`src/rtl/pong_pkg.sv`:
```
// Shared types and constants for the pong input stage.
//   deb_state_e         : per-channel debounce FSM states
//   btn_idx_e           : bit positions of each button on the btns bus
//   DEBOUNCE_CYCLES_DEF : default hold time (10 ms at 125 MHz pclk)
package pong_pkg;

    localparam int unsigned DEBOUNCE_CYCLES_DEF = 1250000;

    typedef enum logic [1:0] {
        STABLE_LOW  = 2'd0,
        PEND_HIGH   = 2'd1,
        STABLE_HIGH = 2'd2,
        PEND_LOW    = 2'd3
    } deb_state_e;

    typedef enum int unsigned {
        BTN_P1_DN = 0,
        BTN_P1_UP = 1,
        BTN_P2_DN = 2,
        BTN_P2_UP = 3
    } btn_idx_e;

endpackage

```
`src/rtl/debounce_chan.sv`:
```
// Single-button conditioner: 2-FF synchroniser followed by a counter-based
// debounce FSM. Outputs are combinational (_c) so the parent can register
// them without adding a cycle of latency.
//   clk_i, rst_i  : pclk and asynchronous active-high reset
//   raw_i         : raw pad level, asynchronous to clk_i
//   level_c_o     : debounced level the channel holds after this edge
//   press_c_o     : high in the cycle a 0->1 is accepted
//   release_c_o   : high in the cycle a 1->0 is accepted
module debounce_chan
    import pong_pkg::*;
#(
    parameter int unsigned DEBOUNCE_CYCLES = DEBOUNCE_CYCLES_DEF
) (
    input  logic clk_i,
    input  logic rst_i,
    input  logic raw_i,
    output logic level_c_o,
    output logic press_c_o,
    output logic release_c_o
);

    localparam int unsigned       CNT_W    = $clog2(DEBOUNCE_CYCLES);
    localparam logic [CNT_W-1:0]  CNT_LAST = CNT_W'(DEBOUNCE_CYCLES - 1);

    logic             meta_q;
    logic             sync_q;
    deb_state_e       state_q, state_d;
    logic [CNT_W-1:0] cnt_q, cnt_d;

    // Synchroniser: plain flop-to-flop, nothing in between.
    always_ff @(posedge clk_i or posedge rst_i) begin
        if (rst_i) begin
            meta_q <= 1'b0;
            sync_q <= 1'b0;
        end else begin
            meta_q <= raw_i;
            sync_q <= meta_q;
        end
    end

    // State register.
    always_ff @(posedge clk_i or posedge rst_i) begin
        if (rst_i) begin
            state_q <= STABLE_LOW;
            cnt_q   <= '0;
        end else begin
            state_q <= state_d;
            cnt_q   <= cnt_d;
        end
    end

    // Next state: any sample of the old level while pending discards progress.
    always_comb begin
        state_d = state_q;
        cnt_d   = cnt_q;
        unique case (state_q)
            STABLE_LOW: begin
                cnt_d = '0;
                if (sync_q) begin
                    state_d = PEND_HIGH;
                    cnt_d   = CNT_W'(1);
                end
            end
            PEND_HIGH: begin
                if (!sync_q) begin
                    state_d = STABLE_LOW;
                    cnt_d   = '0;
                end else if (cnt_q == CNT_LAST) begin
                    state_d = STABLE_HIGH;
                    cnt_d   = '0;
                end else begin
                    cnt_d = cnt_q + CNT_W'(1);
                end
            end
            STABLE_HIGH: begin
                cnt_d = '0;
                if (!sync_q) begin
                    state_d = PEND_LOW;
                    cnt_d   = CNT_W'(1);
                end
            end
            PEND_LOW: begin
                if (sync_q) begin
                    state_d = STABLE_HIGH;
                    cnt_d   = '0;
                end else if (cnt_q == CNT_LAST) begin
                    state_d = STABLE_LOW;
                    cnt_d   = '0;
                end else begin
                    cnt_d = cnt_q + CNT_W'(1);
                end
            end
            default: begin
                state_d = STABLE_LOW;
                cnt_d   = '0;
            end
        endcase
    end

    // Outputs: level follows the state being entered so the parent's
    // register lands on the acceptance edge itself.
    always_comb begin
        level_c_o   = (state_d == STABLE_HIGH) || (state_d == PEND_LOW);
        press_c_o   = (state_q == PEND_HIGH) && sync_q && (cnt_q == CNT_LAST);
        release_c_o = (state_q == PEND_LOW) && !sync_q && (cnt_q == CNT_LAST);
    end

endmodule

```
`src/rtl/btn_conditioner.sv`:
```
// Conditions the raw board buttons into clean levels and edge pulses for
// the pong core. One debounce_chan per button; this level only holds the
// output registers and the optional opposing-direction lock.
// Build option: define OPPOSE_LOCK_EN to force both bits of a paddle pair
// (0,1) / (2,3) low while both are held; pulses are unaffected.
//   pclk        : pixel clock shared with the game core
//   reset       : asynchronous active-high reset
//   btn_raw     : raw pad inputs, asynchronous to pclk
//   btns        : debounced levels to the game core
//   btn_press   : one-cycle pulse per accepted 0->1
//   btn_release : one-cycle pulse per accepted 1->0
module btn_conditioner
    import pong_pkg::*;
#(
    parameter int unsigned N_BTNS          = 4,
    parameter int unsigned DEBOUNCE_CYCLES = DEBOUNCE_CYCLES_DEF
) (
    input  logic              pclk,
    input  logic              reset,
    input  logic [N_BTNS-1:0] btn_raw,
    output logic [N_BTNS-1:0] btns,
    output logic [N_BTNS-1:0] btn_press,
    output logic [N_BTNS-1:0] btn_release
);

    logic [N_BTNS-1:0] level_c;
    logic [N_BTNS-1:0] press_c;
    logic [N_BTNS-1:0] release_c;
    logic [N_BTNS-1:0] btns_d;
    logic [N_BTNS-1:0] btns_q;
    logic [N_BTNS-1:0] press_q;
    logic [N_BTNS-1:0] release_q;

    for (genvar i = 0; i < N_BTNS; i++) begin : g_chan
        debounce_chan #(
            .DEBOUNCE_CYCLES (DEBOUNCE_CYCLES)
        ) u_chan (
            .clk_i       (pclk),
            .rst_i       (reset),
            .raw_i       (btn_raw[i]),
            .level_c_o   (level_c[i]),
            .press_c_o   (press_c[i]),
            .release_c_o (release_c[i])
        );
    end

    // Level presented to the core, optionally with opposing pairs cancelled.
    always_comb begin
        btns_d = level_c;
`ifdef OPPOSE_LOCK_EN
        for (int p = 0; p + 1 < int'(N_BTNS); p += 2) begin
            if (level_c[p] && level_c[p+1]) begin
                btns_d[p]   = 1'b0;
                btns_d[p+1] = 1'b0;
            end
        end
`endif
    end

    // Output registers.
    always_ff @(posedge pclk or posedge reset) begin
        if (reset) begin
            btns_q    <= '0;
            press_q   <= '0;
            release_q <= '0;
        end else begin
            btns_q    <= btns_d;
            press_q   <= press_c;
            release_q <= release_c;
        end
    end

    assign btns        = btns_q;
    assign btn_press   = press_q;
    assign btn_release = release_q;

endmodule

```
`config.mk`:
```
export PLATFORM = sky130hd
export DESIGN_NAME = btn_conditioner
export DESIGN_NICKNAME = d
export VERILOG_FILES = /design/src/rtl/pong_pkg.sv /design/src/rtl/debounce_chan.sv /design/src/rtl/btn_conditioner.sv
export SDC_FILE = /design/constraint.sdc
export NUM_CORES = 1
export LEC_CHECK = 0
export ABC_AREA = 1
export BUFFER_PORTS_ARGS = -buffer_cell sky130_fd_sc_hd__buf_2
export CAP_MARGIN = 20
export CORE_AREA = 2 2 107 109
export DETAILED_ROUTE_END_ITERATION = 16
export DIE_AREA = 0 0 109 111
export PLACE_DENSITY = 0.7
export SETUP_SLACK_MARGIN = 0.4
export SLEW_MARGIN = 20
export SYNTH_ARGS = -nofsm -noshare
export SYNTH_HDL_FRONTEND = slang
export SYNTH_HIERARCHICAL = 1
export SYNTH_SLANG_ARGS = --single-unit
```
`constraint.sdc`:
```
create_clock -name pclk -period 1.6 [get_ports pclk]
set_input_delay 0.24 -clock pclk [delete_from_list [all_inputs] [get_ports pclk]]
set_output_delay 0.24 -clock pclk [all_outputs]
set_load 0.01 [all_outputs]
```
# --- Yosys cells after proc, flatten, opt, wreduce, memory -nomap -nowiden ---
# Index checks and enable logic that the tools add are counted.
word_totals:
  reg_bits: 112
  latch_bits: 0
  ram_bits: 0
  rom_bits: 0
  input_bits: 6
  n_memories: 0
classes:
  addsub: 4
  mul: 0
  n_div: 0
  magnitude_cmp: 0
  eq_ne: 24
  shift: 0
  muxes: 52
  bitwise_logic: 0
  n_reduce_logical: 28
op_table:
  columns: ["op", "n"]
  rows:
  - ["21-bit case mux with 4 select lines", 4]
  - ["21-bit 2-to-1 mux", 12]
  - ["21-bit by 1-bit adder with 21-bit output (second input constant)", 4]
  - ["21-bit equality test (second input constant)", 4]
  - ["2-bit 2-to-1 mux", 24]
  - ["2-bit equality test (second input constant)", 16]
  - ["2-bit case mux with 4 select lines", 4]
  - ["1-bit logical AND", 16]
  - ["2-bit by 1-bit equality test with 1-bit output (second input constant)", 4]
  - ["2-bit zero test", 4]
  - ["1-bit 2-to-1 mux", 8]
  - ["1-bit zero test", 4]
  - ["1-bit logical OR", 4]

# --- Logic depth before layout (Yosys ltp) ---
logic_depth:
  word_depth: 6
  depth_mapped: 9
  ltp_nobuf: 9

# --- Modules after synthesis ---
# Netlist, hierarchy kept.
by_module_without_submodules:
  columns: ["mod", "instances", "cells_each", "area_each_um2"]
  rows:
  - ["debounce_chan at g_chan[0].u_chan ...", 3, 182, 1345.0]
  - ["debounce_chan at g_chan[3].u_chan", 1, 189, 1466.4]
  - ["btn_conditioner", 1, 13, 304.0]

# --- Least setup slack after synthesis ---
# No wires, ideal clock.
synth_timing:
  kind: "flip-flop to flip-flop"
  from: "register g_chan[3].u_chan.cnt_q[0]"
  to: "register g_chan[3].u_chan.cnt_q[6]"
  arrival_ns: 1.297
  required_time_ns: 1.478
  path_slack_ns: 0.181
  path_stages_with_launch: 10
  n_path_buf: 1
  synth_period_minus_slack_ns: 1.419
  cell_sequence: "dfrtp_1 -> ha_1 -> nand3_4 -> nor2_4 -> nand2_2 -> nor2_4 -> nor2_4 -> inv_4 -> buf_12 -> nor2_2"
synth_via:
  elab_chain_cells: 4
  word_cells_on_any_way: 6
  classes_between: "add/sub: 1; eq/ne: 1; mux: 4"
synth_lines:
  columns: ["item", "line", "text"]
  rows:
  - ["start, declared", "debounce_chan.sv:28", "logic [CNT_W-1:0] cnt_q, cnt_d;"]
  - ["start signal, assigned", "debounce_chan.sv:48", "cnt_q <= cnt_d;"]
  - ["21-bit by 1-bit adder with 21-bit output or 21-bit equality test (tied branches)", null, null]
  - ["21-bit 2-to-1 mux (*)", "debounce_chan.sv:68, debounce_chan.sv:86", null]
  - ["21-bit 2-to-1 mux, on equally long branches", "debounce_chan.sv:83, debounce_chan.sv:65", null]
  - ["21-bit case mux with 4 select lines (*)", "debounce_chan.sv:56", "unique case (state_q)"]
  - ["via g_chan[3].u_chan.cnt_d[6]", "debounce_chan.sv:28", null]
# Mark *: on every way through the listed nets, which the timed path passes. The rest lies on a longest branch.

# --- Final worst setup path ---
layout_timing:
  from: "register g_chan[0].u_chan.cnt_q[0]"
  to: "register release_q[0] (netlist: btn_release[0])"
layout_via:
  elab_chain_cells: 2
layout_lines:
  columns: ["item", "line", "text"]
  rows:
  - ["start, declared", "debounce_chan.sv:28", null]
  - ["start signal, assigned", "debounce_chan.sv:48", null]
  - ["21-bit equality test", "debounce_chan.sv:105", "release_c_o = (state_q == PEND_LOW) && !sync_q && (cnt_q == CNT_LAST);"]
  - ["1-bit logical AND", "debounce_chan.sv:105", null]
  - ["via release_c[0]", "btn_conditioner.sv:28", "logic [N_BTNS-1:0] release_c;"]
  - ["end signal, assigned", "btn_conditioner.sv:69", "release_q <= release_c;"]
  - ["end, declared", "btn_conditioner.sv:32", "logic [N_BTNS-1:0] release_q;"]
# The timed path passes the listed nets, and every way through them passes these cells.

==> results.toml <==
[outcome]
status = "finished clean"

[worst_hold_path]
hp-class = "reg -> reg"
worstHoldPathCells = 0
holdPathEnd = "g_chan[0].u_chan/sync_q"
hp-start = "g_chan[0].u_chan/meta_q"

[global_route]
grt_pass1_wl_mm = 23.13
maximum_number_of_pins_on_one_net_before_global_route_repair = 26
global_route.usage.met2_pct = 41.74
grt_pass1_vias = 5245
grt.met3_usage_pct = 5.467
grt_usage_pct = 23.84
met1_track_usage_gr_pct = 28.73
grt-busiest-layer = "met2"
antenna_found_initial = 0
overflow = 0

[route]
first_iter_violations = 245
drc = 0
drt_wl_total_mm = 14.03
antenna_left = 0
dr.pass1.iters = 5
via_per_inst = 5.126
via_count = 5157
wire_per_inst_um = 13.94

[die]
die_w_um = 109
die-area_um2 = 12100
placementRows = 39
die_y_um = 111
boundaryPins = 18
core_um2 = 11080
start_util_pct = 52.41

[synthesis]
synth.top_cell.area_share_pct = 48.28
synth_flop_cell = "sky130_fd_sc_hd__dfrtp_1"
synthArstFlopShare_pct = 100.0
synth-warning-count = 6
xor_xnor_fraction_of_synth_area_pct = 3.621
mappedNetlistNets = 758
synth_top_family_by_area = "simple AND/OR/NAND/NOR gates"
postSynthRegisterBits = 112
synth_simple_gate_area_share_pct = 35.86
synth.top_cells.by_area = "sky130_fd_sc_hd__dfrtp_1, sky130_fd_sc_hd__nand2_1, sky130_fd_sc_hd__nor2_1"
synth_edf_count = 0
yosysTopAreaCell = "sky130_fd_sc_hd__dfrtp_1"
syn-mean-instance-area_um2 = 7.761
synth.area.mux_share_pct = 0
netlist-cell-type-count = 27
synth_seq_area_share_pct = 48.28
post_synth_most_frequent_cells = "sky130_fd_sc_hd__nand2_1, sky130_fd_sc_hd__nor2_1, sky130_fd_sc_hd__dfrtp_1"
yosysMostFrequentCell = "sky130_fd_sc_hd__nand2_1"
synth-adder-area-share_pct = 0.8621
synthesis.instances = 748
syn_area_um2 = 5806
synth_compound_area_share_pct = 4.397

[sta]
final_critical_path_setup_slack_ps = 70.50
report.final.setup_viol = 0
max_freq_mhz = 653.8
maxSlewViolCount = 0
post-route-period-util_pct = 95.59
slew_of_the_pin_with_the_lowest_slew_margin_ps = 512.8
max_slew_margin_pct = 65.78
rsz_0062_raised_after_global_routing = "yes"
finalHoldViolCount = 0
fin_worst_skew_ps = 7.585
final_period_minus_worst_setup_slack_ps = 1530

[clocking]
clk_path_buf_depth = 2
clock-root-buffer = "sky130_fd_sc_hd__clkbuf_16"
worstSkewPairLatency_ps = 350
tritoncts = "built"
numCtsBuffers = 9
clock_sinks = 112
cts_htree_levels = 3
worst_setup_hold_path_clk_slew_ps = 70

[final_layout]
nets = 869
n_antenna_cell = 0
syn_to_final_growth_pct = 33.86
fin_cells = 1006
layout-drive-gt1-share_pct = 33.84

[worst_setup_path]
critPathRequiredTime_ps = 1880
path_class = "reg -> reg"
critical_path_peak_fanout = 6
setup.worst_path.end_class = "flip-flop"
critical_path.reg2reg.endpoint = "btn_release[0]"
worst-r2r-cell-count = 6
r2r_setup_slack_ps = 70
cp.arrival_ps = 1810
timing.rr.start = "g_chan[0].u_chan/cnt_q[0]"
cp-start-kind = "flip-flop"

[place]
gp_routability_congestion = 0.8446
post-dp-hpwl_mm = 8.506
placed_cells_incl_taps = 915
pre_cts_slack_ps = 50.76
io_buffers = 17

[pwr]
ir_worst_vdd_uv = 832.1
power.density_cell_area_nw_per_um2 = 700.3
leakage_nw = 3.402

[run]
maxCapViolations = 0
## worst max-delay path by stage
stage / slack, ps / startpoint / endpoint
2_1_floorplan: 260 / g_chan[3].u_chan/cnt_q[0] / g_chan[3].u_chan/cnt_q[6]
3_3_place_gp: 150 / g_chan[0].u_chan/cnt_q[15] / g_chan[0].u_chan/cnt_q[6]
3_5_place_dp: 50 / g_chan[1].u_chan/cnt_q[0] / g_chan[1].u_chan/cnt_q[18]
4_1_cts: 140 / g_chan[1].u_chan/cnt_q[0] / g_chan[1].u_chan/cnt_q[19]
5_1_grt: -3 / g_chan[0].u_chan/cnt_q[17] / btn_release[0]
6_report: 70 / g_chan[0].u_chan/cnt_q[0] / btn_release[0]
## placed cells by master, fill, tap and decap left out, drive strengths merged, types with 2 or more instances in the layout
master / synthesis / routed
o21a: 3 / 3
xor2: 21 / 21
xnor2: 3 / 3
a21oi: 7 / 7
a31oi: 6 / 6
clkinv: 0 / 5
nand3: 57 / 57
ha: 4 / 4
buf: 4 / 98
inv: 98 / 98
nand2: 178 / 178
clkbuf: 0 / 9
nand4: 11 / 11
dlygate4sd3: 0 / 5
nor3: 22 / 22
o21ai: 26 / 26
nor2: 189 / 189
o21bai: 3 / 3
or2: 2 / 2
dfrtp: 112 / 112
## state kept, by name (all words and copies together) (netlist names)
signal,count
g_chan.u_chan/sync_q,4
g_chan.u_chan/meta_q,4
btns,4
g_chan.u_chan/cnt_q,84
g_chan.u_chan/state_q,8
btn_press,4
btn_release,4
## layer usage
| metal | vias to the layer above | part of all wire (%) | wire length, um |
|---|---|---|---|
| met5 | - | 0 | 0 |
| met4 | 0 | 1.8 | 258 |
| met3 | 27 | 3.6 | 505 |
| met2 | 94 | 53 | 7489 |
| met1 | 2471 | 41 | 5773 |
| li1 | 2565 | - | - |
## per-stage QoR
step / TNS (ps) / area [um^2] / hold WS [ps] / util (%) / power, W
after global placement: 0 / 6202 / 329.3 / 55.99 / 0.003139
after detailed placement: 0 / 6202 / 334.7 / 55.99 / 0.003148
after global routing: -3.386 / 7771 / 371.6 / 70.16 / 0.005641
after CTS: 0 / 7246 / 0.1683 / 65.41 / 0.005447
final: 0 / 7771 / 352.4 / 70.16 / 0.005442
after floorplan: 0 / 5897 / 104.7 / - / 0.003086
## worst max-delay path, cell delays in order, from the launching register on
cell and delay [ps]:
sky130_fd_sc_hd__dfrtp_1 430, sky130_fd_sc_hd__ha_4 210, sky130_fd_sc_hd__nand3_4 90, sky130_fd_sc_hd__nor2_4 120, sky130_fd_sc_hd__nand4_1 260, sky130_fd_sc_hd__buf_4 240, sky130_fd_sc_hd__nor3_4 100
## kinds of logic (layout without fill, tap and decap cells)
logic type,count (synthesis),count (layout)
adders and majority gates,4,4
DFF,112,112
buffers and inverters,102,217
and+or+nand+nor,460,460
AOI/OAI and AO/OA,46,46
xor gates and xnor gates,24,24
## area by class of cell
cell class	count	area, um^2
repair buffers	103	843.3
multi-input cells	534	3218
flip-flops and latches	112	2816
fillers	833	3306
clock inverters	6	61.31
clock buffers	9	225.2
repair inverters	1	16.27
well taps	143	178.9
inverters	98	411.6
## where the power goes
group | internal, W | switching, W
clock network | 0.00120 | 0.00101
registers | 0.00286 | 0.0000289
logic | 0.000132 | 0.000210
total | 0.00419 | 0.00125
## repair_timing
action | 4_1_cts | 5_1_grt
setup buffers | 43 | 26
pin swaps | 52 | 39
cloned | 2 | 0
endpoints found under the setup margin | 104 | 104
hold buffers | 4 | 1
resized for setup | 99 | 97
hold endpoints to repair | 115 | 1
(Power assumes the default switching activity.)
